[config.mk]
export PLATFORM = sky130hd
export DESIGN_NAME = sap_1_instruction_decoder
export DESIGN_NICKNAME = d
export VERILOG_FILES = /design/src/rtl/sap_1_instruction_decoder.sv
export SDC_FILE = /design/constraint.sdc
export NUM_CORES = 1
export LEC_CHECK = 0
export ABC_AREA = 1
export CAP_MARGIN = 20
export CORE_AREA = 8 8 45 47
export DETAILED_ROUTE_END_ITERATION = 8
export DIE_AREA = 0 0 53 55
export PLACE_DENSITY_LB_ADDON = 0.25
export SLEW_MARGIN = 30
export SYNTH_ARGS = -nofsm -noshare
export SYNTH_HDL_FRONTEND = slang
export SYNTH_SLANG_ARGS = --single-unit
[constraint.sdc]
create_clock -name Clk -period 0.9 [get_ports Clk]
set_clock_uncertainty 0.2 [all_clocks]
set_input_delay 0.09 -clock Clk [delete_from_list [all_inputs] [get_ports Clk]]
set_output_delay 0.09 -clock Clk [all_outputs]
set_load 0.1 [all_outputs]
[src/rtl/sap_1_instruction_decoder.sv]
// SAP-1 opcode decoder: registers a one-hot strobe for LDA/ADD/SUB/OUT/HLT,
// with ILL flagging every other opcode. All six outputs are low only in reset.
module sap_1_instruction_decoder (
    input  logic       Clk,
    input  logic       Clr_n,
    input  logic [7:4] i,
    output logic       LDA,
    output logic       ADD,
    output logic       SUB,
    output logic       OUT,
    output logic       HLT,
    output logic       ILL
);

    typedef enum logic [3:0] {
        OP_LDA = 4'b0000,
        OP_ADD = 4'b0001,
        OP_SUB = 4'b0010,
        OP_OUT = 4'b1110,
        OP_HLT = 4'b1111
    } opcode_e;

    // Bit order matches the output concatenation {LDA, ADD, SUB, OUT, HLT, ILL}.
    logic [5:0] strobe_d;
    logic [5:0] strobe_q;

    always_comb begin
        strobe_d = '0;
        case (i)
            OP_LDA:  strobe_d = 6'b100000;
            OP_ADD:  strobe_d = 6'b010000;
            OP_SUB:  strobe_d = 6'b001000;
            OP_OUT:  strobe_d = 6'b000100;
            OP_HLT:  strobe_d = 6'b000010;
            default: strobe_d = 6'b000001;
        endcase
    end

    always_ff @(posedge Clk) begin
        if (!Clr_n) begin
            strobe_q <= '0;
        end else begin
            strobe_q <= strobe_d;
        end
    end

    assign {LDA, ADD, SUB, OUT, HLT, ILL} = strobe_q;

endmodule

==> results of run 1 <==
==> cells by family after synthesis <==
| group | Yosys count |
|---|---|
| AND/OR/NAND/NOR | 16 |
| buffers and inverters | 4 |
| flip-flops | 6 |
==> cells in the mapped netlist <==
master / instances / area [µm²]
nor3_1: 2 / 10.0
nand2_1: 7 / 26.3
nor2_1: 4 / 15.0
dfxtp_1: 6 / 120
nor2_2: 1 / 6.26
nand3_1: 2 / 10.0
inv_1: 4 / 15.0
==> per-stage QoR <==
stage                     hold slack, ps  total power, mW  util, %  instance area, µm²  std cells
after CTS                           85.7            0.649     31.6                 437         56
final                              -62.1            0.629     32.3                 447         56
after floorplan                     4.68            0.341        -                 225         26
after global placement               372            0.405     30.0                 415         53
after global routing               -60.7            0.672     32.3                 447         56
after detailed placement             372            0.405     30.0                 415         53
==> tightest hold or removal path, delay by kind of cell <==
family | cells | cell delay, ps
and+or+nand+nor | 2 | 110
buffers and inverters | 1 | 140
==> worst paths after layout <==
kind	from	endpoint	slack, ps	depth (start not counted)
setup / recovery	strobe_q[0]	ILL	-140	1
hold / removal	Clr_n	strobe_q[0]	-60	3
==> where the power goes <==
group	leakage, nW	internal, mW	switching [mW]
combinational	0.158	0.0499	0.0779
clock	0.0138	0.150	0.0837
sequential	0.0533	0.262	0.00565
total	0.226	0.461	0.167
==> layer usage <==
layer  global-route usage [%]  wire [µm]  vias to the layer above
li1                         -          -                      106
met1                     3.67        181                       70
met2                     4.10        159                       11
met3                     2.14         50                        2
met4                     10.3         34                        0
met5                        0          0                        -
==> cell type report <==
class	count	area [µm²]
repair buffers	11	179
well taps	16	20.0
multi-input cells	16	67.6
fillers	144	937
flip-flops and latches	6	143
inverters	4	15.0
clock buffers	3	22.5
==> repair_timing <==
action | CTS | global route
pin swaps | 1 | 1
endpoints found under the hold margin | 0 | 6
setup endpoints to repair | 7 | 12
gates resized for setup | 1 | 4
==> summary.txt, run 1 <==
first-pass GRT wire length = 738 µm
final WL = 425 µm
pre-CTS setup slack = -262 ps
xor and xnor fraction of the mapped netlist area = 0%
critical path data arrival time = 750 ps
failing checks = hold timing, setup timing
Root Buffer = clkbuf_4
worst hold slack = -62.1 ps
largest family of logic cells by synthesized area = simple AND/OR/NAND/NOR gates
drt wl/cell = 7.59 µm
vias in the first global route = 190
Netlist cell types = 7
delay of the slowest critical-path stage = 340 ps
Area Overhead vs Synth = 120%
commonest cells after routing, fill and taps aside = 7 x nand2_1, 6 x buf_12, 6 x dfxtp_4
HPWL after DPL = 371 µm
Top Registers = strobe_q (6)
mapped cell area = 203 µm²
Worst Tran Pin Value = 130 ps
n_diodes = 0
initial antenna violation count = 0
Max Clk Rate = 966 MHz
final-report setup violation count = 6
status = finished, violations left
Leak Pwr = 0.226 nW
core area = 1380 µm²
leading cell type in the layout, fill and taps excluded = nand2_1
Cell Pwr Density = 1410 nW/µm²
Max-Cap Viols = 0
largest net degree at the start of global routing = 5
Routed Antenna Nets = 0
Top reg by flops = strobe_q
die height = 55 µm
CP max FO = 1
Final Critical Period = 1040 ps
DRT Pass-1 Iters = 3
sequential area share after synthesis = 59.3%
required time worst endpoint = 610 ps
Mapped Nets = 32
Die W = 53 µm
startpoint types = register
Avg Cell Area, Syn = 7.80 µm²
simple-gate portion of the synthesized area = 33.3%
CTS buffer count = 3
Hold Path Class = input port to register
layout net count = 48
Fin. Hold Viols = 6
FP Rows = 14
post-synthesis adder-cell area fraction = 0%
Max Slew Vio Count = 0
TNS Setup = -792 ps
worst-case vdd ir drop = 0.409 mV
Hold Buf Count CTS = 0
Synthesis Warnings = 0
share of layout cells above drive strength 1 = 40.0%
port bufs = 11
Starting Density = 14.6%
post-synthesis mux area share = 0%
Crit Path Category = register to output pin
gr ovfl total = 0
CP endpoint kind = output pin
Top delay family on crit path = flip-flops
post-DR vias/cell = 3.38
clock buffer depth = 2
Crit path buffers/inverters = 1
number of DRC markers in iteration 0 = 1
setup bufs post-CTS = 0
max reg flops = 6
Clock transition at path regs = 40 ps
crit path cell chain = buf_12
fin crit share = 115%
final setup margin = -136 ps
CTS tree = built
RSZ-0062 raised after global routing = yes
num ports = 12
drc violations = 0
cell count after synthesis = 26
Yosys reg bits = 6
gpl congestion = 0.738
die area = 2920 µm²
Compound-Gate Fraction of Synth Area = 0%
Critical Path Slowest Stage Cell = dfxtp_4
clock sinks = 6
Slew headroom = 91.2%
via count = 189
H-tree depth = 1
overall routing resource usage = 4.22%
(Power assumes the default switching activity.)
==> run 2, diff against run 1 <==
--- a/config.mk
+++ b/config.mk
@@ -10,6 +10,7 @@
 export CORE_AREA = 8 8 45 47
 export DETAILED_ROUTE_END_ITERATION = 8
 export DIE_AREA = 0 0 53 55
+export MAX_ROUTING_LAYER = met4
 export PLACE_DENSITY_LB_ADDON = 0.25
 export SLEW_MARGIN = 30
 export SYNTH_ARGS = -nofsm -noshare
==> results of run 2 <==
The final DEF is identical to that of run 1; final timing and power are the same.
Main changes from that run: final weighted congestion in routability-driven placement 0.738 -> 0.747; overall routing resource usage 4.22% -> 4.35%
